`src/rtl/rv_imm_gen_stage.sv`:
```
// Registered RV immediate-generation stage: decodes {IR, PC} into immediate, format, PC-relative
// target and illegal flag, behind a valid/ready handshake with an optional 1-entry skid buffer.
module rv_imm_gen_stage #(
    parameter int XLEN = 32,
    parameter int SKID = 1
) (
    input  logic            clk,
    input  logic            rst_n,
    input  logic            flush,
    input  logic            in_valid,
    output logic            in_ready,
    input  logic [31:0]     in_ir,
    input  logic [XLEN-1:0] in_pc,
    output logic            out_valid,
    input  logic            out_ready,
    output logic [31:0]     out_ir,
    output logic [XLEN-1:0] out_imm,
    output logic [2:0]      out_fmt,
    output logic [XLEN-1:0] out_tgt,
    output logic            out_tgt_ok,
    output logic            out_illegal
);

    typedef enum logic [2:0] {
        FMT_R = 3'd0,
        FMT_I = 3'd1,
        FMT_S = 3'd2,
        FMT_B = 3'd3,
        FMT_U = 3'd4,
        FMT_J = 3'd5
    } fmt_e;

    typedef struct packed {
        logic [31:0]     ir;
        logic [XLEN-1:0] imm;
        fmt_e            fmt;
        logic [XLEN-1:0] tgt;
        logic            tgt_ok;
        logic            illegal;
    } beat_t;

    localparam logic [6:0] OPC_LOAD      = 7'b0000011;
    localparam logic [6:0] OPC_MISC_MEM  = 7'b0001111;
    localparam logic [6:0] OPC_OP_IMM    = 7'b0010011;
    localparam logic [6:0] OPC_AUIPC     = 7'b0010111;
    localparam logic [6:0] OPC_OP_IMM_32 = 7'b0011011;
    localparam logic [6:0] OPC_STORE     = 7'b0100011;
    localparam logic [6:0] OPC_OP        = 7'b0110011;
    localparam logic [6:0] OPC_LUI       = 7'b0110111;
    localparam logic [6:0] OPC_OP_32     = 7'b0111011;
    localparam logic [6:0] OPC_BRANCH    = 7'b1100011;
    localparam logic [6:0] OPC_JALR      = 7'b1100111;
    localparam logic [6:0] OPC_JAL       = 7'b1101111;
    localparam logic [6:0] OPC_SYSTEM    = 7'b1110011;

    localparam bit IS_RV64 = (XLEN == 64);

    logic               out_valid_q, out_valid_d;
    logic               skid_valid_q, skid_valid_d;
    beat_t              out_q, out_d;
    beat_t              skid_q, skid_d;
    beat_t              new_beat;
    fmt_e               dec_fmt;
    logic               dec_illegal;
    logic               dec_tgt_ok;
    logic signed [31:0] imm32;
    logic [XLEN-1:0]    dec_imm;
    logic               in_fire;

    // Opcode -> format classification; unknown opcodes decode as I-type and are flagged.
    always_comb begin
        dec_fmt     = FMT_I;
        dec_illegal = 1'b0;
        dec_tgt_ok  = 1'b0;
        case (in_ir[6:0])
            OPC_OP_IMM, OPC_LOAD, OPC_JALR, OPC_SYSTEM, OPC_MISC_MEM: dec_fmt = FMT_I;
            OPC_STORE:  dec_fmt = FMT_S;
            OPC_BRANCH: begin dec_fmt = FMT_B; dec_tgt_ok = 1'b1; end
            OPC_LUI:    dec_fmt = FMT_U;
            OPC_AUIPC:  begin dec_fmt = FMT_U; dec_tgt_ok = 1'b1; end
            OPC_JAL:    begin dec_fmt = FMT_J; dec_tgt_ok = 1'b1; end
            OPC_OP:     dec_fmt = FMT_R;
            OPC_OP_IMM_32: begin
                dec_fmt     = FMT_I;
                dec_illegal = !IS_RV64;
            end
            OPC_OP_32: begin
                dec_fmt     = IS_RV64 ? FMT_R : FMT_I;
                dec_illegal = !IS_RV64;
            end
            default:    dec_illegal = 1'b1;
        endcase
    end

    always_comb begin
        imm32 = '0;
        case (dec_fmt)
            FMT_I:   imm32 = {{20{in_ir[31]}}, in_ir[31:20]};
            FMT_S:   imm32 = {{20{in_ir[31]}}, in_ir[31:25], in_ir[11:7]};
            FMT_B:   imm32 = {{19{in_ir[31]}}, in_ir[31], in_ir[7], in_ir[30:25], in_ir[11:8], 1'b0};
            FMT_U:   imm32 = {in_ir[31:12], 12'b0};
            FMT_J:   imm32 = {{11{in_ir[31]}}, in_ir[31], in_ir[19:12], in_ir[20], in_ir[30:21], 1'b0};
            default: imm32 = '0;
        endcase
        // Size cast of a signed operand sign-extends from bit 31 up to XLEN.
        dec_imm = XLEN'(imm32);

        new_beat.ir      = in_ir;
        new_beat.imm     = dec_imm;
        new_beat.fmt     = dec_fmt;
        new_beat.tgt     = in_pc + dec_imm;
        new_beat.tgt_ok  = dec_tgt_ok;
        new_beat.illegal = dec_illegal;
    end

    // With the skid present, in_ready is a pure register output; without it the stage is a plain
    // pipeline register whose ready looks through to the consumer.
    assign in_ready = (SKID != 0) ? !skid_valid_q : (!out_valid_q || out_ready);
    assign in_fire  = in_valid && in_ready;

    always_comb begin
        out_valid_d  = out_valid_q;
        skid_valid_d = skid_valid_q;
        out_d        = out_q;
        skid_d       = skid_q;
        if (!out_valid_q || out_ready) begin
            if (skid_valid_q) begin
                out_d        = skid_q;
                out_valid_d  = 1'b1;
                skid_valid_d = 1'b0;
            end else begin
                out_valid_d = in_fire;
                if (in_fire) begin
                    out_d = new_beat;
                end
            end
        end else if (in_fire && SKID != 0) begin
            skid_d       = new_beat;
            skid_valid_d = 1'b1;
        end
        // A redirect drops everything held plus any beat arriving this cycle.
        if (flush) begin
            out_valid_d  = 1'b0;
            skid_valid_d = 1'b0;
        end
    end

    // NOTE: state updates use non-blocking assignments so every flop samples pre-edge values;
    // the data registers are reset too so all outputs read 0 during and right after reset.
    always_ff @(posedge clk or negedge rst_n) begin
        if (!rst_n) begin
            out_valid_q  <= 1'b0;
            skid_valid_q <= 1'b0;
            out_q        <= '0;
            skid_q       <= '0;
        end else begin
            out_valid_q  <= out_valid_d;
            skid_valid_q <= skid_valid_d;
            out_q        <= out_d;
            skid_q       <= skid_d;
        end
    end

    assign out_valid   = out_valid_q;
    assign out_ir      = out_q.ir;
    assign out_imm     = out_q.imm;
    assign out_fmt     = out_q.fmt;
    assign out_tgt     = out_q.tgt;
    assign out_tgt_ok  = out_q.tgt_ok;
    assign out_illegal = out_q.illegal;

endmodule
```
`config.mk`:
```
export PLATFORM = sky130hd
export DESIGN_NAME = rv_imm_gen_stage
export DESIGN_NICKNAME = d
export VERILOG_FILES = /design/src/rtl/rv_imm_gen_stage.sv
export SDC_FILE = /design/constraint.sdc
export NUM_CORES = 1
export LEC_CHECK = 0
export BUFFER_PORTS_ARGS = -buffer_cell sky130_fd_sc_hd__buf_4
export CELL_PAD_IN_SITES_DETAIL_PLACEMENT = 0
export CELL_PAD_IN_SITES_GLOBAL_PLACEMENT = 1
export CORE_UTILIZATION = 40
export CTS_BUF_LIST = sky130_fd_sc_hd__clkbuf_8 sky130_fd_sc_hd__clkbuf_16
export DETAILED_ROUTE_END_ITERATION = 6
export HOLD_SLACK_MARGIN = 0.08
export PLACE_DENSITY = 0.83
export SLEW_MARGIN = 20
export SYNTH_ARGS = -nofsm -noshare
export SYNTH_HDL_FRONTEND = slang
export SYNTH_SLANG_ARGS = --single-unit
```
`constraint.sdc`:
```
create_clock -name clk -period 5.15 [get_ports clk]
set_input_delay 0 -clock clk [delete_from_list [all_inputs] [get_ports clk]]
set_output_delay 0 -clock clk [all_outputs]
set_load 0.05 [all_outputs]
```
==> Flow_metrics.wiki <==
{| class="wikitable"
! Metric !! Value
|-
| Time the final worst path needs with I/O delays and setup || 4.015 ns
|-
| Fin. Hold Viols || 0
|-
| Ratio of cells with drive above 1 in the final layout || between 10% and 20%
|-
| Cell Area, Synth || 0.01053 mm²
|-
| Final Max Slew Viols || 0
|-
| RSZ-0062 raised after global routing || false
|-
| Number of nets in the finished design || 1,511
|-
| Type of element launching the critical path || input port
|-
| Y dimension of the die || 164.3 µm
|-
| Number of maximum-capacitance violations || 0
|-
| Final number of setup-violating endpoints || 0
|-
| Remaining design rule violation count || 0
|-
| Synthesized area divided by synthesized cell count || 8.610 µm²
|-
| Synthesized Nets || 1,324
|-
| Clock-pin transition on the worst setup and hold timing paths || 0.06 ns
|-
| Slew margin rel. || 34.85%
|-
| Total die area || about 0.027 mm²
|-
| Sum of routed wire length over all layers || 31.05 mm
|-
| Synth top area share || 48.48%
|-
| Share of flip-flops with an asynchronous set or reset || 100.0%
|-
| P per Cell Area || 405.0 mW/mm²
|-
| Internal power summed over all cells || around 3.6 mW
|-
| Number of iterations in the first detailed-routing pass || 5
|-
| # port buffers || around 170
|-
| Gate Count Post-Synth || about 1,200
|-
| GRT Util Overall || 23.52%
|-
| Final TNS setup || 0 ns
|-
| Commonest non-fill, non-tap cells in the layout || nand2_1 (302), dfrtp_1 (203), buf_4 (178)
|-
| H-tree level count || 1
|-
| FP Rows || 59
|-
| Number of enable flip-flop cells after synthesis || 0
|-
| Violation count after the first detailed-route iteration || 824
|-
| Max Root-Sink Buffers || 3
|-
| Library cell occupying the most area in the post-synthesis netlist || dfrtp_1
|-
| Clock sinks || between 200 and 250
|-
| Leading cell type in the layout, fill and taps excluded || nand2_1
|-
| Die outline width || 164.3 µm
|-
| Top_reg_cell synth || dfrtp_1
|-
| Crit end category || register
|-
| Initial core utilization || roughly 40%
|-
| Number of buffers created by CTS || 24
|-
| Worst min-delay path category || in2reg
|-
| Distinct cells, synth || 58
|-
| Required @ worst endpoint || roughly 5.5 ns
|-
| Setup WS post-layout || 1.135 ns
|-
| Via count of the first global-routing pass || 8,957
|-
| CTS tree || built
|-
| Number of storage elements in the synthesis netlist || between 200 and 250
|-
| Transition time of the tightest slew-check pin || 0.9763 ns
|-
| Clk Tree Root Cell || clkbuf_16
|-
| Power share of the sequential group || 38.4%
|-
| Dominant cells by area after synthesis || dfrtp_1 (48%), nand2_1 (11%), o21ai_0 (7.7%)
|-
| Number of routed nets with antenna violations || 0
|-
| Post-DP HPWL || around 22 mm
|-
| Synth warn || 0
|-
| Initial antenna violation count || 0
|-
| P_leak || 6.495 nW
|-
| Final critical-path share of the clock period || 77.96%
|-
| Total via count after detailed routing || 9,158
|-
| Highest attainable clock frequency || between 200 and 250 MHz
|-
| Final Skew || 0.007666 ns
|-
| Total I/O pin count || around 170
|-
| WL/cell || 17.62 µm
|-
| Share of power burned in combinational logic || approximately 28%
|-
| Worst-case setup slack after placement || about 1.2 ns
|-
| Critical path class || in2reg
|-
| Switching component of the power || 1.872 mW
|-
| Total instance count after detailed placement || approximately 1,700
|-
| Wire length of the first global-routing pass || 49.31 mm
|-
| Via-to-Cell Ratio || 5.198
|-
| Crit path max fanout || 13
|-
| Worst Path Arrival || 4.41 ns
|-
| Share of synthesized area occupied by flip-flops and latches || 48.48%
|-
| Final estimated routing congestion in global placement || a little under 0.9
|-
| Pin count of the biggest net entering global routing || 135
|-
| Overflow left after global routing || 0
|-
| Area delta synth->final || 28.13%
|-
| Antenna cells || 0
|-
| Fraction of power spent switching nets || 34.26%
|-
| Clock Power Share || 33.9%
|-
| Placeable core region || ~0.026 mm²
|-
| Run status || finished clean
|-
| VDD IR max || 276.6 µV
|-
| Final Non-Filler Cells || 1,762
|-
| Source-to-sink clock delay at the later pin of the worst-skew pair || approximately 0.52 ns
|}
[per-layer routing]
layer / GRT usage, % / routed length (µm)
met3: 3.788 / 1821
met4: 4.882 / 518
met1: 34.15 / 14690
met2: 36.80 / 14020
met5: 0 / 0
[cell type report]
cell class | count | area, µm²
clock buffers | 32 | 721.9
clock inverters | 11 | 147.6
fillers | 2420 | 12420
inverters | 37 | 138.9
multi-input cells | 909 | 5035
flip-flops and latches | 204 | 5109
well taps | 335 | 419.2
repair buffers | 234 | 1921
[cell usage after synthesis, types with 11 or more instances]
cell type / count
a21o_1: 13
a21oi_1: 103
and3_1: 14
buf_1: 11
clkbuf_1: 61
dfrtp_1: 204
ha_1: 31
inv_1: 37
mux2i_1: 44
nand2_1: 302
nand3_1: 22
nor2_1: 64
nor3_1: 17
o21a_1: 13
o21ai_0: 163
xnor2_1: 16
xor2_1: 14
[path summary, 6_finish.rpt]
path	start	endpoint	slack, ns	cells past startpoint
setup reg to reg	skid_valid_q	out_tgt[17]	2.41	4
min in group asynchronous	rst_n	skid_q[14]	0.59	3
setup / recovery	in_ir[6]	out_tgt[29]	1.13	16
hold reg to reg	skid_q[85]	skid_q[85]	0.47	2
max in group asynchronous	rst_n	skid_q[1]	3.42	4
hold / removal	in_pc[8]	out_tgt[9]	0.1	5
[critical path, cell delays in order]
cell	delay, ns
dlygate4sd3_1	0.53
buf_4	0.17
nand2b_1	0.19
o21ai_0	0.15
and4_1	0.53
mux2_2	0.39
a22o_1	0.29
ha_1	0.41
nand2_1	0.12
or3_1	0.38
a21o_1	0.21
a2111oi_4	0.37
o21bai_2	0.14
a21oi_2	0.21
mux2i_1	0.21
nand3_1	0.09
[flip-flops by register name, indices dropped and copies added (netlist names)]
signal and cells:
skid_q 101, out_imm 32, out_ir 32, out_tgt 32, out_fmt 3, out_illegal 1
out_tgt_ok 1, out_valid 1, skid_valid_q 1
[power groups by stage]
stage               sequential, mW  combinational, mW  clock (mW)
CTS                           2.10               1.52        1.89
global route                  2.14               1.64        1.95
finish                        2.10               1.51        1.85
detailed placement            2.12               1.48           0
global placement              2.11               1.46           0
floorplan                     2.53              0.561           0
[metrics by stage]
step	hold slack, ns	util (%)	instance area, µm²	power, mW
finish	0.09868	52.07	13490	5.464
global route	0.1176	52.07	13490	5.739
CTS	0.08483	52.07	13490	5.504
detailed placement	0.06225	46.67	12090	3.607
global placement	0.05312	46.67	12090	3.577
floorplan	-0.2956	-	10530	3.094
[kinds of logic after synthesis]
family	share of synthesized area (%)
compound gates	18.41
fa+ha+maj	3.874
flops	48.48
buf+inv	3.957
mux	4.503
xor+xnor	2.495
simple gates	18.29
[repair_timing]
action / 4_1_cts / 5_1_grt
resized for setup: 0 / 0
hold buffers: 53 / 0
setup buffers: 0 / 0
endpoints found under the hold margin: 215 / 0
Power figures use the tool's default switching activity.
